**src/rtl/snn_mem_arb_pkg.sv**
```systemverilog
// Shared definitions for the SNN memory port arbiter: FSM state encoding and
// default geometry of the config/weight memory port.
package snn_mem_arb_pkg;

    localparam int DEF_ADDR_WIDTH = 16;
    localparam int DEF_DATA_WIDTH = 8;
    localparam int DEF_MAX_WAIT   = 4;

    typedef logic [1:0] arb_state_t;

    localparam arb_state_t ST_IDLE     = 2'd0;
    localparam arb_state_t ST_RD_ISSUE = 2'd1;
    localparam arb_state_t ST_RD_WAIT  = 2'd2;
    localparam arb_state_t ST_WR_ISSUE = 2'd3;

    // Width of a counter that must be able to hold max_val itself.
    function automatic int cnt_width(input int max_val);
        return (max_val < 1) ? 1 : $clog2(max_val + 1);
    endfunction

endpackage

```
**src/rtl/snn_memory_port_arbiter_spi_write_buffer.sv**
```systemverilog
// One-entry SPI write buffer: captures a write pulse, releases it on drain, and
// flags any pulse that arrives while the entry is still occupied.
module spi_write_buffer
    import snn_mem_arb_pkg::*;
#(
    parameter int ADDR_WIDTH = DEF_ADDR_WIDTH,
    parameter int DATA_WIDTH = DEF_DATA_WIDTH
) (
    input  logic                  clk,
    input  logic                  reset,
    input  logic                  wr_req_i,
    input  logic [ADDR_WIDTH-1:0] wr_addr_i,
    input  logic [DATA_WIDTH-1:0] wr_data_i,
    input  logic                  drain_i,
    output logic                  full_o,
    output logic [ADDR_WIDTH-1:0] addr_o,
    output logic [DATA_WIDTH-1:0] data_o,
    output logic                  overflow_o
);

    logic                  full_q, full_d;
    logic [ADDR_WIDTH-1:0] addr_q, addr_d;
    logic [DATA_WIDTH-1:0] data_q, data_d;
    logic                  overflow_q, overflow_d;
    logic                  load;

    // The entry being written to memory this cycle frees the slot for a new pulse.
    assign load = wr_req_i && (!full_q || drain_i);

    always_comb begin
        full_d     = full_q;
        addr_d     = addr_q;
        data_d     = data_q;
        overflow_d = overflow_q | (wr_req_i && !load);
        if (load) begin
            full_d = 1'b1;
            addr_d = wr_addr_i;
            data_d = wr_data_i;
        end else if (drain_i) begin
            full_d = 1'b0;
        end
    end

    always_ff @(posedge clk or posedge reset) begin
        if (reset) begin
            full_q     <= 1'b0;
            addr_q     <= '0;
            data_q     <= '0;
            overflow_q <= 1'b0;
        end else begin
            full_q     <= full_d;
            addr_q     <= addr_d;
            data_q     <= data_d;
            overflow_q <= overflow_d;
        end
    end

    assign full_o     = full_q;
    assign addr_o     = addr_q;
    assign data_o     = data_q;
    assign overflow_o = overflow_q;

endmodule

```
**src/rtl/snn_memory_port_arbiter.sv**
```systemverilog
// Arbitrates the single-port config/weight memory between SNN core reads and
// buffered SPI writes; reads win until a pending write has waited MAX_WAIT grants.
module snn_memory_port_arbiter
    import snn_mem_arb_pkg::*;
#(
    parameter int ADDR_WIDTH = DEF_ADDR_WIDTH,
    parameter int DATA_WIDTH = DEF_DATA_WIDTH,
    parameter int MAX_WAIT   = DEF_MAX_WAIT
) (
    input  logic                  clk,
    input  logic                  reset,
    input  logic                  spi_wr_req,
    input  logic [ADDR_WIDTH-1:0] spi_wr_addr,
    input  logic [DATA_WIDTH-1:0] spi_wr_data,
    output logic                  spi_wr_pending,
    output logic                  spi_wr_overflow,
    input  logic                  core_rd_req,
    input  logic [ADDR_WIDTH-1:0] core_rd_addr,
    output logic                  core_rd_grant,
    output logic                  core_rd_valid,
    output logic [DATA_WIDTH-1:0] core_rd_data,
    output logic                  mem_en,
    output logic                  mem_we,
    output logic [ADDR_WIDTH-1:0] mem_addr,
    output logic [DATA_WIDTH-1:0] mem_wdata,
    input  logic [DATA_WIDTH-1:0] mem_rdata
);

    localparam int               CNT_W   = cnt_width(MAX_WAIT);
    localparam logic [CNT_W-1:0] MAX_CNT = CNT_W'(MAX_WAIT);

    arb_state_t            state_q, state_d;
    logic [CNT_W-1:0]      wait_cnt_q, wait_cnt_d;
    logic [ADDR_WIDTH-1:0] mem_addr_q, mem_addr_d;
    logic [DATA_WIDTH-1:0] mem_wdata_q, mem_wdata_d;
    logic [DATA_WIDTH-1:0] rd_data_q, rd_data_d;
    logic                  rd_valid_q, rd_valid_d;

    logic                  buf_full;
    logic                  buf_drain;
    logic [ADDR_WIDTH-1:0] buf_addr;
    logic [DATA_WIDTH-1:0] buf_data;
    logic                  write_forced;

    assign buf_drain = (state_q == ST_WR_ISSUE);

    spi_write_buffer #(
        .ADDR_WIDTH(ADDR_WIDTH),
        .DATA_WIDTH(DATA_WIDTH)
    ) u_wbuf (
        .clk       (clk),
        .reset     (reset),
        .wr_req_i  (spi_wr_req),
        .wr_addr_i (spi_wr_addr),
        .wr_data_i (spi_wr_data),
        .drain_i   (buf_drain),
        .full_o    (buf_full),
        .addr_o    (buf_addr),
        .data_o    (buf_data),
        .overflow_o(spi_wr_overflow)
    );

    // A write that has sat through MAX_WAIT read grants now beats the core.
    assign write_forced = buf_full && (wait_cnt_q == MAX_CNT);

    always_ff @(posedge clk or posedge reset) begin
        if (reset) begin
            state_q <= ST_IDLE;
        end else begin
            state_q <= state_d;
        end
    end

    always_comb begin
        state_d = state_q;
        case (state_q)
            ST_IDLE: begin
                if (core_rd_req && !write_forced) begin
                    state_d = ST_RD_ISSUE;
                end else if (buf_full) begin
                    state_d = ST_WR_ISSUE;
                end
            end
            ST_RD_ISSUE: state_d = ST_RD_WAIT;
            ST_RD_WAIT:  state_d = ST_IDLE;
            ST_WR_ISSUE: state_d = ST_IDLE;
            default:     state_d = ST_IDLE;
        endcase
    end

    always_comb begin
        mem_en        = (state_q == ST_RD_ISSUE) || (state_q == ST_WR_ISSUE);
        mem_we        = (state_q == ST_WR_ISSUE);
        core_rd_grant = (state_q == ST_RD_ISSUE);
    end

    // Address/data are loaded on entry to an issue state so the port never
    // depends combinationally on the requesters' inputs.
    always_comb begin
        mem_addr_d  = mem_addr_q;
        mem_wdata_d = mem_wdata_q;
        wait_cnt_d  = wait_cnt_q;
        rd_data_d   = rd_data_q;
        rd_valid_d  = (state_q == ST_RD_WAIT);
        if (state_q == ST_IDLE && state_d == ST_RD_ISSUE) begin
            mem_addr_d = core_rd_addr;
        end else if (state_q == ST_IDLE && state_d == ST_WR_ISSUE) begin
            mem_addr_d  = buf_addr;
            mem_wdata_d = buf_data;
        end
        if (state_q == ST_RD_ISSUE && buf_full && wait_cnt_q != MAX_CNT) begin
            wait_cnt_d = wait_cnt_q + 1'b1;
        end else if (state_q == ST_WR_ISSUE) begin
            wait_cnt_d = '0;
        end
        if (state_q == ST_RD_WAIT) begin
            rd_data_d = mem_rdata;
        end
    end

    always_ff @(posedge clk or posedge reset) begin
        if (reset) begin
            wait_cnt_q  <= '0;
            mem_addr_q  <= '0;
            mem_wdata_q <= '0;
            rd_data_q   <= '0;
            rd_valid_q  <= 1'b0;
        end else begin
            wait_cnt_q  <= wait_cnt_d;
            mem_addr_q  <= mem_addr_d;
            mem_wdata_q <= mem_wdata_d;
            rd_data_q   <= rd_data_d;
            rd_valid_q  <= rd_valid_d;
        end
    end

    assign spi_wr_pending = buf_full;
    assign core_rd_valid  = rd_valid_q;
    assign core_rd_data   = rd_data_q;
    assign mem_addr       = mem_addr_q;
    assign mem_wdata      = mem_wdata_q;

endmodule

```
**config.mk**
```make
export PLATFORM = sky130hd
export DESIGN_NAME = snn_memory_port_arbiter
export DESIGN_NICKNAME = d
export VERILOG_FILES = /design/src/rtl/snn_mem_arb_pkg.sv /design/src/rtl/snn_memory_port_arbiter_spi_write_buffer.sv /design/src/rtl/snn_memory_port_arbiter.sv
export SDC_FILE = /design/constraint.sdc
export NUM_CORES = 1
export LEC_CHECK = 0
export ABC_CLOCK_PERIOD_IN_PS = 3650
export CAP_MARGIN = 40
export CORE_MARGIN = 5
export CORE_UTILIZATION = 49
export DETAILED_ROUTE_END_ITERATION = 12
export PLACE_DENSITY = 0.84
export REMOVE_ABC_BUFFERS = 1
export SLEW_MARGIN = 20
export SYNTH_ARGS = -nofsm -noshare
export SYNTH_HDL_FRONTEND = slang
export SYNTH_SLANG_ARGS = --single-unit
```
**constraint.sdc**
```tcl
create_clock -name clk -period 3.65 [get_ports clk]
set_input_delay 0.9125 -clock clk [delete_from_list [all_inputs] [get_ports clk]]
set_output_delay 0.9125 -clock clk [all_outputs]
set_load 0.01 [all_outputs]
```
==> results.json, run 1 <==
{
  "synth_top_area_share_pct": 57.5,
  "cp.required_ns": 2.74,
  "setup_violations": 0,
  "rows": 27,
  "drt_iter0_drc": 84,
  "yosys.area_share.simple_pct": 3.01,
  "wl_per_cell_um": 16.5,
  "hold_class": "reg2reg",
  "syn-instance-count": 211,
  "yosysMostFrequentCell": "dfrtp_1",
  "cellPowerDensity_nw_per_um2": 854,
  "dr.pass1.iters": 4,
  "antenna_cells": 0,
  "cts_max_level": 3,
  "crit_arrival_ns": 1.66,
  "cts_tree": "built",
  "grt_max_degree": 32,
  "synth_edf_count": 0,
  "initial_core_util_pct": 50.6,
  "worst-path-max-fanout": 8,
  "cts_made_buffers": 9,
  "status": "finished clean",
  "detail-route-antenna-nets": 0,
  "postSynth.asyncResetShare_pct": 100,
  "synthToLayoutAreaGrowth_pct": 39.5,
  "finClkSkew_ns": 0.00419,
  "io_pins": 90,
  "worst_slew_pin_slew_ns": 0.718,
  "ys_seq_area_share_pct": 57.5,
  "grt_first_pass_wirelength_um": 10100,
  "grtUsageTotal_pct": 18.0,
  "cts_root_buf": "clkbuf_8",
  "nets": 356,
  "crit_type": "reg2out",
  "fill_cells": 393,
  "grt_pass1_vias": 2037,
  "grt_setup_unrepaired": "no",
  "clkLatencyLatePin_ns": 0.34,
  "hold_viol_final": 0,
  "ir_worst_vdd_mv": 0.399,
  "maxCapViolCount": 0,
  "synth_area_leaders": "dfrtp_1 (58%), mux2_4 (11%), mux2_2 (7.7%)",
  "finalCriticalPeriod_ns": 2.58,
  "clk_pin_slew_ns": 0.06,
  "layout_setup_ws_ns": 1.07,
  "synth_xor_area_share_pct": 0,
  "startpoint_type": "flop",
  "finalInstanceArea_um2": 3880,
  "syn_area_um2": 2780,
  "drt-total-wl_um": 6240,
  "dieArea_um2": 7290,
  "antenna_found_initial": 0,
  "synth_fa_ha_area_share_pct": 0.899,
  "synthMuxAreaShare_pct": 19.0,
  "place_hpwl_um": 4400,
  "holdBufCountCts": 0,
  "max_slew_margin_pct": 52.1,
  "drive_above_1_share_pct": 20.5,
  "cts_setup_buffers": 0,
  "ctsLongestPathBuffers": 2,
  "max_freq_mhz": 388,
  "cts_resized": 0,
  "avgViaCountPerCell": 5.13,
  "num_vias": 1944,
  "synth_warnings": 0,
  "yosys.area.top_type": "dfrtp_1",
  "ys_ff_latch": 64,
  "finalPower_mw": 3.31,
  "drc": 0,
  "synth_top_family_by_area": "multiplexers",
  "gp_congestion": 0.773,
  "synth.distinct_cells": 31,
  "die_y_um": 85.4,
  "port_buffers": 89,
  "place_ws_ns": 1.02,
  "drv_slew": 0,
  "yosys_most_used_dff": "dfrtp_1",
  "die_w_um": 85.4,
  "coreArea_um2": 5510,
  "syn_area_per_cell_um2": 13.2,
  "fin_crit_sh_pct": 70.6,
  "setup-tns-final_ns": 0,
  "synthTopCellsByCount": "dfrtp_1 (64), inv_1 (37), mux2_4 (21)",
  "dpl-instance-area_um2": 3680,
  "p_leak_nw": 1.82,
  "synth_compound_area_share_pct": 10.8,
  "endpoint_kind": "primary output",
  "cts_sinks": 64,
  "gr-total-overflow": 0
}
## worst paths after layout
check	start	endpoint	slack [ns]	depth (start not counted)
setup / recovery	state_q[1]$_DFF_PP0_	core_rd_grant	1.07	3
hold / removal	u_wbuf.overflow_o$_DFF_PP0_	u_wbuf.overflow_o$_DFF_PP0_	0.47	1
setup reg to reg	wait_cnt_q[0]$_DFFE_PP0P_	mem_wdata[1]$_DFFE_PP0P_	1.77	5
hold reg to reg	u_wbuf.overflow_o$_DFF_PP0_	u_wbuf.overflow_o$_DFF_PP0_	0.47	1
max in group asynchronous	reset	u_wbuf.addr_o[14]$_DFFE_PP0P_	1.94	3
min in group asynchronous	reset	core_rd_data[6]$_DFFE_PP0P_	0.98	2
## flip-flops by register name, summed over array words and instances (netlist names), 2 cells and up
signal,count
mem_addr,16
u_wbuf.addr_o,16
core_rd_data,8
mem_wdata,8
u_wbuf.data_o,8
wait_cnt_q,3
state_q,2
## routing by layer
| layer | vias to the layer above | GRT usage, % | part of all wire, % |
|---|---|---|---|
| met5 | - | 0 | 0 |
| met4 | 0 | 6.91 | 1.5 |
| met3 | 9 | 5.63 | 7.3 |
| met2 | 74 | 29.4 | 49 |
| met1 | 961 | 22.3 | 42 |
| li1 | 900 | - | - |
## critical path: stages (launching register included)
cell	delay, ns
dfrtp_1	0.48
nand2b_1	0.22
inv_1	0.10
clkdlybuf4s50_1	0.54
## kinds of logic after synthesis
logic type | after synthesis
AOI/OAI and AO/OA | 42
buffers and inverters | 49
adders and majority gates | 2
and+or+nand+nor | 14
muxes | 40
DFF | 64
## cells in the final DEF, fill, tap and decap left out, drive strengths merged
| cell | netlist | final |
|---|---|---|
| a41o | 1 | 1 |
| nor2b | 1 | 1 |
| a21o | 1 | 1 |
| buf | 8 | 3 |
| nand3 | 3 | 3 |
| clkdlybuf4s50 | 0 | 89 |
| bufinv | 0 | 1 |
| nand2b | 2 | 2 |
| and2 | 1 | 1 |
| a21oi | 1 | 1 |
| a31oi | 1 | 1 |
| o221ai | 16 | 16 |
| a21boi | 2 | 2 |
| a21bo | 1 | 1 |
| nor2 | 4 | 4 |
| mux2 | 40 | 40 |
| clkinv | 0 | 2 |
| a22o | 1 | 1 |
| dfrtp | 64 | 64 |
| inv | 37 | 37 |
| a32o | 1 | 1 |
| nand2 | 1 | 1 |
| or2 | 2 | 2 |
| clkbuf | 4 | 13 |
| o21ai | 17 | 17 |
| ha | 2 | 2 |
## cell type report
class	count	area, µm²	area share (%)
Inverter	37	139	3.58
Clock buffer	13	159	4.09
Multi-Input combinational cell	98	940	24.2
Tap cell	72	90.1	2.32
Sequential cell	64	1600	41.3
Clock inverter	3	40.0	1.03
Timing Repair Buffer	92	913	23.5
## power by group
group / total [mW] / leakage, nW / switching, mW / internal (mW)
Combinational: 1.42 / 0.954 / 0.559 / 0.865
Clock: 0.606 / 0.103 / 0.255 / 0.351
Sequential: 1.28 / 0.767 / 0.221 / 1.06
## stage by stage
step / hold slack (ns) / cells / utilization (%)
after CTS: 0.476 / 379 / 70.5
final: 0.474 / 379 / 70.5
after floorplan: 0.477 / 199 / -
after detailed placement: 0.456 / 363 / 66.9
after global routing: 0.502 / 379 / 70.5
after global placement: 0.444 / 363 / 66.9
No activity file was read; power rests on OpenSTA's default activity.
==> run 2: changes to the inputs <==
- ABC_CLOCK_PERIOD_IN_PS: 3650 -> 2690
- CORE_UTILIZATION: 49 -> 46
- PLACE_DENSITY: 0.84 -> 0.8
- clock period: 3.65 -> 2.69 ns (I/O delays scaled with it)
==> results.json, run 2 (synthesis gave the netlist of run 1 again) <==
{
  "hold_viol_final": 0,
  "worst_slew_pin_slew_ns": 0.716,
  "rows": 28,
  "dr.pass1.iters": 4,
  "initial_core_util_pct": 47.3,
  "met2_length_um": 2760,
  "hold_class": "reg2reg",
  "ir_worst_vdd_mv": 0.563,
  "nets": 356,
  "die_w_um": 87.8,
  "port_buffers": 89,
  "met1_length_um": 2500,
  "cts_root_buf": "clkbuf_8",
  "grt_pass1_vias": 2043,
  "finClkSkew_ns": 0.00865,
  "drt_iter0_drc": 29,
  "final_common_cell": "clkdlybuf4s50_1",
  "min_from": "u_wbuf.overflow_o$_DFF_PP0_",
  "cts_made_buffers": 9,
  "clkLatencyLatePin_ns": 0.33,
  "wl_per_cell_um": 15.3,
  "cts_tree": "built",
  "dr.max_layer_used": "met4",
  "clk_pin_slew_ns": 0.07,
  "synthToLayoutAreaGrowth_pct": 38.4,
  "cts_setup_buffers": 0,
  "io_pins": 90,
  "place_hpwl_um": 4050,
  "final_core_util_pct": 65.5,
  "crit_arrival_ns": 1.65,
  "grt_max_degree": 65,
  "max_slew_margin_pct": 52.1,
  "grt_setup_unrepaired": "no",
  "avgViaCountPerCell": 5.07,
  "maxCapViolCount": 0,
  "worst-path-max-fanout": 10,
  "endpoint_kind": "primary output",
  "fill_cells": 455,
  "p_leak_nw": 1.81,
  "final_cell_mix": "clkdlybuf4s50_1 (89), dfrtp_1 (64), inv_1 (36)",
  "num_vias": 1932,
  "status": "finished clean",
  "holdBufCountCts": 0,
  "finalCriticalPeriod_ns": 2.32,
  "crit_type": "reg2out",
  "ctsLongestPathBuffers": 2,
  "drc": 0,
  "cts_resized": 0,
  "cts_max_level": 3,
  "antenna_found_initial": 0,
  "cts_sinks": 64,
  "grt_first_pass_wirelength_um": 9890,
  "cellPowerDensity_nw_per_um2": 1120,
  "setup_violations": 0,
  "gr-total-overflow": 0,
  "fin_crit_sh_pct": 86.2,
  "startpoint_type": "flop",
  "rr_startpoint": "wait_cnt_q[0]$_DFFE_PP0P_",
  "gp_congestion": 0.786,
  "drive_above_1_share_pct": 20.6,
  "die_y_um": 87.8,
  "dieArea_um2": 7710,
  "coreArea_um2": 5890,
  "cp.required_ns": 2.02,
  "setup-tns-final_ns": 0,
  "detail-route-antenna-nets": 0,
  "grtUsageTotal_pct": 16.8,
  "antenna_cells": 0,
  "wl_met3_um": 491,
  "drt-total-wl_um": 5850,
  "max_freq_mhz": 431,
  "critPathLaunch": "state_q[0]$_DFF_PP0_",
  "drv_slew": 0
}
[run 2: cell count changes in the layout (fill, tap and decap cells not counted), sizes merged]
| cell | before | now |
|---|---|---|
| bufinv | 1 | 0 |
| clkbuf | 13 | 10 |
| clkinv | 2 | 5 |
[run 2: worst max-delay path: stages, from the launching register on]
cell	delay [ns]
dfrtp_1	0.52
nand2b_1	0.16
inv_1	0.10
clkdlybuf4s50_1	0.54
[run 2: per-stage QoR]
step / area, µm² / power (mW) / hold WS (ns) / cells / setup slack, ns
final: 3850 / 4.33 / 0.463 / 381 / 0.372
after global routing: 3850 / 4.65 / 0.486 / 381 / 0.271
after CTS: 3850 / 4.38 / 0.467 / 381 / 0.351
after detailed placement: 3700 / 3.70 / 0.452 / 366 / 0.295
after global placement: 3700 / 3.63 / 0.445 / 366 / 0.377
after floorplan: 2680 / 2.82 / 0.477 / 199 / 0.419
[run 2: layout make-up]
cell class	count	area, µm²	share of cell area (%)
multi-input combinational	98	940	24.4
tap	75	93.8	2.44
timing repair buffer	92	926	24.0
sequential	64	1600	41.6
inverter	37	139	3.61
clock inverter	5	25.0	0.650
clock buffer	10	128	3.31
[run 2: worst paths after layout]
kind | endpoint | slack (ns) | cells past startpoint
max | core_rd_grant | 0.37 | 3
min | u_wbuf.overflow_o$_DFF_PP0_ | 0.46 | 1
max reg2reg | mem_addr[4]$_DFFE_PP0P_ | 0.79 | 6
min reg2reg | u_wbuf.overflow_o$_DFF_PP0_ | 0.46 | 1
max in group asynchronous | core_rd_data[7]$_DFFE_PP0P_ | 1.69 | 3
min in group asynchronous | core_rd_data[2]$_DFFE_PP0P_ | 0.72 | 3
[run 2: power by group]
| group | total (mW) | switching, mW | internal [mW] |
|---|---|---|---|
| Clock | 0.663 | 0.342 | 0.321 |
| Sequential | 1.73 | 0.286 | 1.44 |
| Combinational | 1.94 | 0.754 | 1.18 |
[run 2: metal layers]
metal / vias to the layer above / global-route usage, %
met4: 0 / 8.23
met3: 10 / 4.52
met5: - / 0
li1: 905 / -
met2: 69 / 26.1
met1: 948 / 21.9
==> run 3: changes to the inputs <==
- SYNTH_HIERARCHICAL: default -> 1
==> results.json, run 3 <==
{
  "ir_worst_vdd_mv": 0.581,
  "cts_sinks": 64,
  "die_w_um": 87.8,
  "crit_cells": 3,
  "setup_violations": 0,
  "cellPowerDensity_nw_per_um2": 1210,
  "cts_resized": 0,
  "syn_area_per_cell_um2": 14.2,
  "crit_type": "reg2out",
  "worst-path-max-fanout": 9,
  "antenna_cells": 0,
  "r2r_cells": 3,
  "endpoint_kind": "primary output",
  "cts_root_buf": "clkbuf_8",
  "cp.required_ns": 2.02,
  "yosys.area.top_type": "dfrtp_1",
  "synth.distinct_cells": 33,
  "drt-total-wl_um": 6350,
  "synth_warnings": 6,
  "crit_chain": "nand2b_1, inv_1, clkdlybuf4s50_1",
  "fin_hold_ws_ns": 0.496,
  "cts_made_buffers": 9,
  "syn-instance-count": 197,
  "ys_seq_area_share_pct": 57.5,
  "critPathTopFamily": "buffers and inverters",
  "startpoint_type": "flop",
  "clkLatencyLatePin_ns": 0.34,
  "synth_top_area_share_pct": 57.5,
  "coreArea_um2": 5920,
  "grt_setup_unrepaired": "no",
  "fin_crit_sh_pct": 88.2,
  "finalInstanceArea_um2": 3950,
  "place_ws_ns": 0.278,
  "placed_cells": 354,
  "ctsLongestPathBuffers": 2,
  "grtUsageTotal_pct": 17.6,
  "fill_cells": 449,
  "grt_max_degree": 27,
  "yosys_most_used_dff": "dfrtp_1",
  "worst-path-buf-inv": 2,
  "dpl-instance-area_um2": 3720,
  "rrSetupSlack_ns": 0.55,
  "postSynth.asyncResetShare_pct": 100,
  "setup-tns-final_ns": 0,
  "yosysMostFrequentCell": "dfrtp_1",
  "gp_congestion": 0.778,
  "worst_slew_pin_slew_ns": 0.734,
  "ys_ff_latch": 64,
  "p_leak_nw": 1.73,
  "detail-route-antenna-nets": 0,
  "crit_end": "core_rd_grant",
  "cts_setup_buffers": 0,
  "rows": 28,
  "io_pins": 90,
  "fin_cells": 370,
  "multi_input_area_um2": 1070,
  "regArea_um2": 1600,
  "cp_slowest_cell": "dfrtp_1",
  "finalCriticalPeriod_ns": 2.37,
  "rr_startpoint": "state_q[1]$_DFF_PP0_",
  "synthToLayoutAreaGrowth_pct": 41.7,
  "drive_above_1_share_pct": 24.4,
  "clk_pin_slew_ns": 0.08,
  "synth_edf_count": 0,
  "max_freq_mhz": 422,
  "antenna_found_initial": 0,
  "final_cell_mix": "clkdlybuf4s50_1 (89), dfrtp_1 (64), mux2_4 (20)",
  "cts_tree": "built",
  "finClkSkew_ns": 0.00920,
  "dieArea_um2": 7720,
  "synth_area_leaders": "dfrtp_1 (57%), mux2_4 (11%), mux2_2 (7.7%)",
  "num_vias": 1941,
  "crit_arrival_ns": 1.70,
  "syn_area_um2": 2790,
  "grt_pass1_vias": 2029,
  "critPathLaunch": "state_q[0]$_DFF_PP0_",
  "holdBufCountCts": 0,
  "gr-total-overflow": 0,
  "drc": 0,
  "grt_first_pass_wirelength_um": 10100,
  "max_slew_margin_pct": 50.9,
  "initial_core_util_pct": 47.1,
  "drt_iter0_drc": 77,
  "dr.pass1.iters": 4,
  "die_y_um": 87.8,
  "status": "finished clean",
  "nets": 344,
  "rr_endpoint": "mem_wdata[7]$_DFFE_PP0P_",
  "final_common_cell": "clkdlybuf4s50_1",
  "wl_per_cell_um": 17.2,
  "cpPeakStageDelay_ns": 0.56,
  "synthTopCellsByCount": "dfrtp_1 (64), mux2_4 (20), mux2_2 (19)",
  "hold_class": "reg2reg",
  "maxCapViolCount": 0,
  "place_hpwl_um": 4620,
  "cts_max_level": 3,
  "port_buffers": 89,
  "layout_setup_ws_ns": 0.318,
  "avgViaCountPerCell": 5.25,
  "hold_viol_final": 0,
  "drv_slew": 0
}
## run 3: worst min-delay path by stage
stage | startpoint | to | slack, ns | cells past startpoint
after floorplan | u_wbuf/data_o[0]$_DFFE_PP0P_ | mem_wdata[0]$_DFFE_PP0P_ | 0.46 | 1
after global placement | u_wbuf/data_o[0]$_DFFE_PP0P_ | mem_wdata[0]$_DFFE_PP0P_ | 0.47 | 1
after detailed placement | u_wbuf/overflow_o$_DFF_PP0_ | u_wbuf/overflow_o$_DFF_PP0_ | 0.47 | 1
after CTS | u_wbuf/overflow_o$_DFF_PP0_ | u_wbuf/overflow_o$_DFF_PP0_ | 0.50 | 1
after global routing | u_wbuf/overflow_o$_DFF_PP0_ | u_wbuf/overflow_o$_DFF_PP0_ | 0.50 | 1
final | u_wbuf/overflow_o$_DFF_PP0_ | u_wbuf/overflow_o$_DFF_PP0_ | 0.50 | 1
## run 3: power breakdown
group          total [mW]  switching (mW)  internal, mW
registers            1.75           0.305          1.45
logic                2.08           0.814          1.26
clock network       0.934           0.403         0.531
## run 3: worst reg2reg max path, delay by kind of cell, from the launching register on
kind             cells  cell delay (ns)
AND/OR/NAND/NOR      2             1.16
flip-flops           1             0.45
multiplexers         1             0.41
## run 3: cell type report
| type | instances | share of cell area [%] |
|---|---|---|
| clock inverters | 7 | 2.60 |
| inverters | 7 | 0.665 |
| repair buffers | 95 | 23.7 |
| multi-input cells | 113 | 27.0 |
| clock buffers | 9 | 3.13 |
| flip-flops and latches | 64 | 40.5 |
| well taps | 75 | 2.37 |
## run 3: stage by stage
stage / power [mW] / utilization (%)
floorplan: 2.92 / -
global placement: 3.79 / 62.9
detailed placement: 3.87 / 62.9
CTS: 4.81 / 66.7
global route: 5.06 / 66.7
finish: 4.76 / 66.7
## run 3: logic make-up after synthesis
family	share of synthesized area, %
DFF	57.5
AOI/OAI and AO/OA	12.5
muxes	18.9
and+or+nand+nor	6.06
buffers and inverters	4.26
adders and majority gates	0.898
## run 3: per-layer routing
layer  track usage, %  vias to the layer above  routed length (µm)
met3             5.83                       10                 521
met1             23.6                      957                2690
met2             26.9                       69                3040
met5                0                        -                   0
li1                 -                      905                   -
met4             5.86                        0                 103
